### src/rtl/lake_arb_pkg.sv
// Shared types and helpers for the lake_port_arbiter bank scheduler.
// Optional feature macro used by the top: ARB_PERF_CNT_EN (per-requester grant counters).
package lake_arb_pkg;

    localparam int RSP_DEPTH  = 2;
    localparam int MAX_REQ    = 8;
    localparam int ID_W       = 3;
    // Response payload width; the top's DATA_WIDTH is expected to equal this.
    localparam int RSP_DATA_W = 16;

    typedef struct packed {
        logic [ID_W-1:0]       id;
        logic [RSP_DATA_W-1:0] data;
    } rsp_entry_t;

    // Returns a one-hot of the first set bit in valid, scanning ptr, ptr+1, ... mod n.
    function automatic logic [MAX_REQ-1:0] rr_pick(input logic [MAX_REQ-1:0] valid,
                                                   input logic [ID_W-1:0]    ptr,
                                                   input int                 n);
        logic [MAX_REQ-1:0] pick;
        logic               found;
        logic [ID_W-1:0]    idx;
        pick  = '0;
        found = 1'b0;
        for (int k = 0; k < MAX_REQ; k++) begin
            if (k < n) begin
                idx = ID_W'((int'(ptr) + k) % n);
                if (!found && valid[idx]) begin
                    pick[idx] = 1'b1;
                    found     = 1'b1;
                end
            end
        end
        return pick;
    endfunction

endpackage

### src/rtl/lake_arb_rsp_fifo.sv
// Two-entry response FIFO holding {requester id, read data}; simultaneous push and pop allowed.
module lake_arb_rsp_fifo
    import lake_arb_pkg::*;
(
    input  logic       clk,
    input  logic       clear,
    input  logic       push,
    input  rsp_entry_t push_data,
    input  logic       pop,
    output rsp_entry_t head,
    output logic [1:0] count,
    output logic       full,
    output logic       empty
);

    rsp_entry_t entries [RSP_DEPTH];
    logic       wr_ptr;
    logic       rd_ptr;
    logic       do_push;
    logic       do_pop;

    assign do_pop  = pop && !empty;
    assign do_push = push && (!full || do_pop);

    always_ff @(posedge clk) begin
        if (clear) begin
            wr_ptr <= 1'b0;
            rd_ptr <= 1'b0;
            count  <= 2'd0;
        end else begin
            if (do_push) begin
                entries[wr_ptr] <= push_data;
                wr_ptr          <= !wr_ptr;
            end
            if (do_pop) begin
                rd_ptr <= !rd_ptr;
            end
            count <= count + {1'b0, do_push} - {1'b0, do_pop};
        end
    end

    assign full  = (count == 2'(RSP_DEPTH));
    assign empty = (count == 2'd0);
    assign head  = entries[rd_ptr];

endmodule

### src/rtl/lake_port_arbiter.sv
// Round-robin scheduler sharing one single-port SRAM bank among NUM_REQ requesters.
// Define ARB_PERF_CNT_EN to add the perf_grant port and saturating per-requester grant counters.
module lake_port_arbiter
    import lake_arb_pkg::*;
#(
    parameter int NUM_REQ    = 4,
    parameter int DATA_WIDTH = RSP_DATA_W,
    parameter int ADDR_WIDTH = 9
`ifdef ARB_PERF_CNT_EN
    ,
    parameter int CNT_WIDTH  = 32
`endif
) (
    input  logic                          clk,
    input  logic                          rst,
    input  logic                          flush,
    input  logic [NUM_REQ-1:0]            cfg_enable,
    input  logic [NUM_REQ-1:0]            req_valid,
    output logic [NUM_REQ-1:0]            req_ready,
    input  logic [NUM_REQ-1:0]            req_wen,
    input  logic [NUM_REQ*ADDR_WIDTH-1:0] req_addr,
    input  logic [NUM_REQ*DATA_WIDTH-1:0] req_wdata,
    output logic [NUM_REQ-1:0]            rsp_valid,
    input  logic [NUM_REQ-1:0]            rsp_ready,
    output logic [DATA_WIDTH-1:0]         rsp_data,
    output logic                          mem_cen,
    output logic                          mem_wen,
    output logic [ADDR_WIDTH-1:0]         mem_addr,
    output logic [DATA_WIDTH-1:0]         mem_wdata,
    input  logic [DATA_WIDTH-1:0]         mem_rdata
`ifdef ARB_PERF_CNT_EN
    ,
    output logic [NUM_REQ*CNT_WIDTH-1:0]  perf_grant
`endif
);

    logic               active;
    logic [MAX_REQ-1:0] elig_ext;
    logic [NUM_REQ-1:0] grant;
    logic [ID_W-1:0]    win_idx;
    logic [ID_W-1:0]    rr_ptr;
    logic               rd_pend;
    logic [ID_W-1:0]    rd_id;
    logic               rd_credit;
    logic               rsp_pop;
    rsp_entry_t         fifo_head;
    rsp_entry_t         fifo_push_data;
    logic [1:0]         fifo_count;
    logic               fifo_full;
    logic               fifo_empty;

    assign active = !rst && !flush;

    // Reads may issue only while (rd_pend + fifo_count - rsp_pop) < RSP_DEPTH.
    assign rd_credit = rd_pend ? (fifo_empty || (fifo_count == 2'd1 && rsp_pop))
                               : (!fifo_full || rsp_pop);

    always_comb begin
        elig_ext = '0;
        for (int i = 0; i < NUM_REQ; i++) begin
            elig_ext[i] = active && req_valid[i] && cfg_enable[i] && (req_wen[i] || rd_credit);
        end
    end

    assign grant     = NUM_REQ'(rr_pick(elig_ext, rr_ptr, NUM_REQ));
    assign req_ready = grant;

    always_comb begin
        win_idx   = '0;
        mem_wen   = 1'b0;
        mem_addr  = '0;
        mem_wdata = '0;
        for (int i = 0; i < NUM_REQ; i++) begin
            if (grant[i]) begin
                win_idx   = ID_W'(i);
                mem_wen   = req_wen[i];
                mem_addr  = req_addr[i*ADDR_WIDTH +: ADDR_WIDTH];
                mem_wdata = req_wdata[i*DATA_WIDTH +: DATA_WIDTH];
            end
        end
    end

    assign mem_cen = |grant;

    always_ff @(posedge clk) begin
        if (rst || flush) begin
            rr_ptr  <= '0;
            rd_pend <= 1'b0;
            rd_id   <= '0;
        end else begin
            rd_pend <= mem_cen && !mem_wen;
            rd_id   <= win_idx;
            if (mem_cen) begin
                rr_ptr <= (win_idx == ID_W'(NUM_REQ - 1)) ? '0 : win_idx + 1'b1;
            end
        end
    end

    // mem_rdata is valid the cycle after the read, which is exactly when rd_pend is set.
    assign fifo_push_data = '{id: rd_id, data: RSP_DATA_W'(mem_rdata)};

    lake_arb_rsp_fifo u_rsp_fifo (
        .clk       (clk),
        .clear     (rst || flush),
        .push      (rd_pend),
        .push_data (fifo_push_data),
        .pop       (rsp_pop),
        .head      (fifo_head),
        .count     (fifo_count),
        .full      (fifo_full),
        .empty     (fifo_empty)
    );

    always_comb begin
        rsp_valid = '0;
        for (int i = 0; i < NUM_REQ; i++) begin
            rsp_valid[i] = active && !fifo_empty && (fifo_head.id == ID_W'(i));
        end
    end

    assign rsp_pop  = |(rsp_valid & rsp_ready);
    assign rsp_data = DATA_WIDTH'(fifo_head.data);

`ifdef ARB_PERF_CNT_EN
    logic [CNT_WIDTH-1:0] perf_cnt [NUM_REQ];

    always_ff @(posedge clk) begin
        if (rst || flush) begin
            for (int i = 0; i < NUM_REQ; i++) begin
                perf_cnt[i] <= '0;
            end
        end else begin
            for (int i = 0; i < NUM_REQ; i++) begin
                if (req_valid[i] && req_ready[i] && (perf_cnt[i] != '1)) begin
                    perf_cnt[i] <= perf_cnt[i] + CNT_WIDTH'(1);
                end
            end
        end
    end

    always_comb begin
        perf_grant = '0;
        for (int i = 0; i < NUM_REQ; i++) begin
            perf_grant[i*CNT_WIDTH +: CNT_WIDTH] = perf_cnt[i];
        end
    end
`endif

endmodule
### config.mk
export PLATFORM = sky130hd
export DESIGN_NAME = lake_port_arbiter
export DESIGN_NICKNAME = d
export VERILOG_FILES = /design/src/rtl/lake_arb_pkg.sv /design/src/rtl/lake_arb_rsp_fifo.sv /design/src/rtl/lake_port_arbiter.sv
export SDC_FILE = /design/constraint.sdc
export NUM_CORES = 1
export LEC_CHECK = 0
export ABC_CLOCK_PERIOD_IN_PS = 4150
export BUFFER_PORTS_ARGS = -buffer_cell sky130_fd_sc_hd__buf_2
export CORE_ASPECT_RATIO = 1.1
export CORE_MARGIN = 3
export CORE_UTILIZATION = 30
export DETAILED_ROUTE_END_ITERATION = 12
export HOLD_SLACK_MARGIN = 0.02
export PLACE_DENSITY = 0.62
export REMOVE_ABC_BUFFERS = 1
export SLEW_MARGIN = 10
export SYNTH_ARGS = -nofsm -noshare
export SYNTH_HDL_FRONTEND = slang
export SYNTH_HIERARCHICAL = 1
export SYNTH_SLANG_ARGS = --single-unit
### constraint.sdc
create_clock -name clk -period 4.15 [get_ports clk]
set_clock_uncertainty 0.15 [all_clocks]
set_input_delay 0.2075 -clock clk [delete_from_list [all_inputs] [get_ports clk]]
set_output_delay 0.2075 -clock clk [all_outputs]
set_load 0.02 [all_outputs]
==> results of run 1 <==
[worst min-delay path: cells and delay by family]
kind,cells,cell delay (ns)
AOI/OAI and AO/OA,1,0.13
buffers and inverters,1,0.12
and+or+nand+nor,1,0.08
[cell families after synthesis]
logic type,count (synthesis),synth area share
buffers and inverters,40,0.0609
AO/OA/AOI/OAI,99,0.205
other,1,0.00107
multiplexers,26,0.0917
XOR/XNOR,2,0.00502
adder cells (fa/ha/maj),8,0.0287
AND/OR/NAND/NOR,141,0.224
flip-flops,48,0.384
[where the power goes]
group / leakage, nW / switching (mW) / internal [mW]
registers: 0.426 / 0.00355 / 0.524
clock network: 0.0814 / 0.160 / 0.283
logic: 1.57 / 0.147 / 0.117
total: 2.08 / 0.311 / 0.924
[final cells by class]
cell class	instances	area, um^2
fillers	1109	6230
multi-input cells	278	1960
flip-flops and latches	48	1340
repair buffers	219	1230
well taps	147	184
clock buffers	5	125
inverters	11	46.3
clock inverters	3	42.5
[flip-flops by register name, summed over array words and instances, names as in the netlist, named ones only]
register	cells
u_rsp_fifo/rd_ptr	1
rd_id	2
u_rsp_fifo/count	2
u_rsp_fifo/entries	38
rd_pend	1
u_rsp_fifo/wr_ptr	1
rr_ptr	2
[layer usage]
metal | wire length [um] | part of all wire | up-vias | track usage
met2 | 6390 | 0.50 | 202 | 0.333
met1 | 5170 | 0.40 | 1789 | 0.240
li1 | - | - | 1810 | -
met3 | 925 | 0.072 | 28 | 0.0363
met4 | 315 | 0.025 | 0 | 0.0529
met5 | 0 | 0 | - | 0
[cells in the mapped netlist, drive strengths merged, types with 4 or more instances]
| master | count |
|---|---|
| nor2 | 39 |
| edfxtp | 38 |
| a21oi | 33 |
| nand3 | 26 |
| a31oi | 25 |
| buf | 25 |
| nand4 | 25 |
| mux2 | 22 |
| nand2 | 18 |
| inv | 11 |
| dfxtp | 10 |
| ha | 8 |
| nand2b | 8 |
| and4bb | 6 |
| o221ai | 6 |
| o21ai | 5 |
| clkbuf | 4 |
| nor2b | 4 |
| o221a | 4 |
[through the flow]
step	std cells	utilization	total power [mW]	hold slack (ns)	setup slack, ns
2_1_floorplan	337	-	0.655	0.156	-0.993
3_3_place_gp	687	0.412	0.788	0.245	0.446
3_5_place_dp	687	0.412	0.787	0.249	0.342
4_1_cts	711	0.441	1.25	0.148	0.0356
5_1_grt	711	0.442	1.28	0.154	0.00175
6_report	711	0.442	1.23	0.165	0.197
[worst paths after layout]
path / slack [ns] / start / end
setup / recovery: 0.20 / flop / mem_wdata[14]
hold reg to reg: 0.28 / rd_id[0] / u_rsp_fifo/entries[0][16]
setup reg to reg: 0.72 / flop / rd_pend
hold / removal: 0.16 / req_wen[3] / rd_pend
[repair_timing]
item / in CTS / in global routing
hold buffers: 16 / 0
endpoints found under the hold margin: 32 / 0
gates resized for setup: 0 / 7
setup endpoints to repair: 0 / 27
==> impl_metrics.ini, run 1 <==
[power]
power.leakage_nw = 2.08
vdd_drop_max_v = 0.000143
powerDensity_mw_per_mm2 = 250

[layout]
final_nets = 706
final_common_cell = buf_2
diodes = 0
drive_above_1_share = 0.461
stdcell_area_mm2 = 0.00493
syn_to_final_growth_pct = 41.1
layout_common_cells = 185 x buf_2, 38 x edfxtp_1, 37 x nor2_1

[logic_synthesis]
synthTopCellsByArea = edfxtp_1 33%, mux2_2 6.4%, dfxtp_1 5.7%, a21oi_1 4.6%, a31oi_1 4.5%
synth-seq-cells = 48
synth-edff-count = 38
avgSynthCellArea_um2 = 9.57
netlist.area_leader.share = 0.327
seq_area_frac_synth = 0.384
syn_inst = 365
synth_top_area_cell = edfxtp_1
ys_warn_count = 6
async_reset_ff_frac = 0
yosysUniqueCellTypes = 64
syn_area_mm2 = 0.00349
synthFlopType = edfxtp_1

[timing]
worst_slew_pin_slew_ns = 0.688
finalCriticalPeriod_ns = 3.95
rsz0062_at_grt = false
drv_slew = 0
timing.setup.tns_ns = 0
hold_violations = 0
fmax_ghz = 0.253
setup-violations-final = 0
fin_crit_sh = 0.953
relSlewSlack = 0.539

[global_routing]
grt_max_degree = 30
grt_pass1_wl_mm = 19.7
overflow = 0
grt_pass1_vias = 3816
antenna_found_initial = 0
grt_use_total = 0.192

[setup_path]
crit_required_ns = 3.79
start_kind = flop
path_delay_family = compound AO/OA/AOI/OAI gates
crit_fanout = 19
cp_slowest_stage_delay_ns = 0.47
crit_type = reg -> out
cp_cell_sequence = mux2_2 -> mux4_2 -> o211ai_4 -> nor2_2 -> nor4_1 -> o32a_1 -> a2111o_1 -> buf_4 -> nand4_1 -> a31oi_1 -> buf_2
r2r_cells = 11
cp_num_cells = 11
path_buf_inv = 2
cp.arrival_ns = 3.60
worst_path_max_delay_cell = mux4_2
endpoint_kind = output pin

[die]
start_util = 0.313
core_mm2 = 0.0112
chipHeight_um = 119
die_x_um = 109
dieArea_mm2 = 0.0130
rows = 40
io-pin-count = 186

[placement]
placed_area_mm2 = 0.00459
numPortBuffers = 185
place_congestion = 0.958
hpwlAfterDp_mm = 10.0

[clocking]
postCtsSetupBuffers = 0
clock_latency_ns = 0.28
clkSlewWorstSetupHoldPaths_ns = 0.06
cts_buffers = 5
cts_tree = built
cts_buffer_depth = 2
cts.sinks = 48
htreeDepth = 2
root_buffer = clkbuf_16

[detailed_routing]
initialDrtViolationCount = 149
viasPerCell = 5.39
ant_nets = 0
wl_mm = 12.8
wl_per_cell_um = 18.0
firstDrtPassIters = 4
drc_errors = 0
vias = 3829

[flow_run]
maxCapViolations = 0

[run_status]
run_status = complete, no violations

[worst_hold_path]
hold_path.class = in -> reg
holdPathStages = 3
Power figures use the tool's default switching activity.
==> run 2: changes to the inputs <==
Settings changed: CORE_UTILIZATION 30 to 46, PLACE_DENSITY 0.62 to 0.87, RECOVER_POWER set to 100.
==> impl_metrics.ini, run 2 (synthesis gave the netlist of run 1 again) <==
[run_status]
run_status = complete, no violations

[power]
power.leakage_nw = 1.94
combPwrFrac = 0.235
p_switching_mw = 0.307
powerDensity_mw_per_mm2 = 237
p_clk_frac = 0.296
power.internal_mw = 0.819
pwr-share-seq = 0.469
swShare = 0.273
vdd_drop_max_v = 0.000156

[clocking]
clkSlewWorstSetupHoldPaths_ns = 0.09
cts.sinks = 48
htreeDepth = 2
clock_latency_ns = 0.30
cts_tree = built
root_buffer = clkbuf_8
cts_buffer_depth = 2
cts_buffers = 5

[placement]
numPortBuffers = 185
post-place-cells = 620
placed_area_mm2 = 0.00448
place_congestion = 0.927
hpwlAfterDp_mm = 9.04

[setup_path]
cp.arrival_ns = 3.74
start_kind = flop
rr_endpoint = u_rsp_fifo/entries[1][16]
rrSetupSlack_ns = 0.49
crit_required_ns = 3.79
crit_fanout = 29
endpoint = mem_addr[5]
endpoint_kind = output pin
r2r_cells = 7
crit_type = reg -> out

[die]
die_x_um = 89.1
rows = 32
chipHeight_um = 97.4
core_mm2 = 0.00721
dieArea_mm2 = 0.00868
io-pin-count = 186
start_util = 0.485

[layout]
diodes = 0
largest_reg_flops = 38
drive_above_1_share = 0.395
final_common_cell = buf_2
syn_to_final_growth_pct = 36.3
top_register = u_rsp_fifo/entries
stdcell_count = 647
final_nets = 704
layout_common_cells = 152 x buf_2, 38 x edfxtp_1, 37 x nor2_1
stdcell_area_mm2 = 0.00476

[timing]
worst_slew_pin_slew_ns = 1.08
finalCriticalPeriod_ns = 4.09
fmax_ghz = 0.244
relSlewSlack = 0.279
hold_violations = 0
rsz0062_at_grt = true
setup-violations-final = 0
drv_slew = 0
fin_crit_sh = 0.987

[detailed_routing]
drc_errors = 0
firstDrtPassIters = 5
ant_nets = 0
viasPerCell = 6.22
wl_mm = 12.8
vias = 4026
wl_per_cell_um = 19.8
initialDrtViolationCount = 325

[global_routing]
overflow = 0
grt_max_degree = 30
grt_pass1_wl_mm = 19.5
antenna_found_initial = 0
grt_use_total = 0.285
grt_pass1_vias = 4039

[worst_hold_path]
hold_path.class = in -> reg

[flow_run]
maxCapViolations = 0
run 2: cell count changes in the layout (fill, tap and decap cells not counted), sizes merged:
cell	delta
buf	-38
clkbuf	+36
run 2: through the flow:
| step | utilization | power [mW] | worst slack (ns) | setup TNS [ns] | hold WS, ns |
|---|---|---|---|---|---|
| global placement | 0.621 | 0.779 | 0.478 | 0 | 0.244 |
| CTS | 0.660 | 1.12 | 0.0108 | 0 | 0.0996 |
| finish | 0.661 | 1.13 | 0.0550 | 0 | 0.119 |
| floorplan | - | 0.655 | -0.993 | -28.51 | 0.156 |
| global route | 0.661 | 1.17 | -0.0148 | -0.0244 | 0.126 |
| detailed placement | 0.621 | 0.783 | 0.327 | 0 | 0.252 |
run 2: final cells by class:
| class | count | area [um^2] |
|---|---|---|
| fillers | 573 | 2450 |
| multi-input cells | 278 | 1980 |
| flip-flops and latches | 48 | 1340 |
| repair buffers | 217 | 1180 |
| well taps | 85 | 106 |
| clock buffers | 5 | 68.8 |
| inverters | 11 | 48.8 |
| clock inverters | 3 | 42.5 |
run 2: timing repair:
item / 4_1_cts / 5_1_grt
endpoints found under the setup margin: 2 / 27
hold buffers: 16 / 0
pin swaps: 0 / 2
gates resized for setup: 2 / 10
endpoints found under the hold margin: 32 / 0
buffers inserted: 0 / 3
run 2: critical path: stages (launching register included):
cell,delay [ns]
dfxtp_1,0.45
mux2_2,0.43
mux4_2,0.49
o211ai_4,0.16
nor2_2,0.13
o22a_1,0.27
or4b_1,0.53
o2111a_1,0.23
inv_6,0.23
a21oi_1,0.07
a31oi_1,0.21
buf_2,0.21
run 2: worst min path at each step:
stage	cells after the start	start	end
floorplan	0	mem_rdata[0]	u_rsp_fifo/entries[0][0]
global route	3	req_wen[3]	rd_pend
global placement	1	mem_rdata[9]	u_rsp_fifo/entries[0][9]
CTS	3	req_wen[3]	rd_pend
finish	3	req_wen[3]	rd_pend
detailed placement	1	mem_rdata[3]	u_rsp_fifo/entries[0][3]
run 2: power by group through the flow:
stage	clock network, mW	registers, mW	logic [mW]
6_report	0.334	0.528	0.265
5_1_grt	0.358	0.529	0.284
4_1_cts	0.332	0.527	0.258
3_5_place_dp	0	0.539	0.244
3_3_place_gp	0	0.538	0.241
2_1_floorplan	0	0.538	0.116
run 2: routing by layer:
metal	wire length, um	up-vias	global-route usage
met5	0	-	0
met4	422	0	0.104
met3	1430	42	0.0585
met2	6300	316	0.487
met1	4630	1860	0.345
li1	-	1808	-
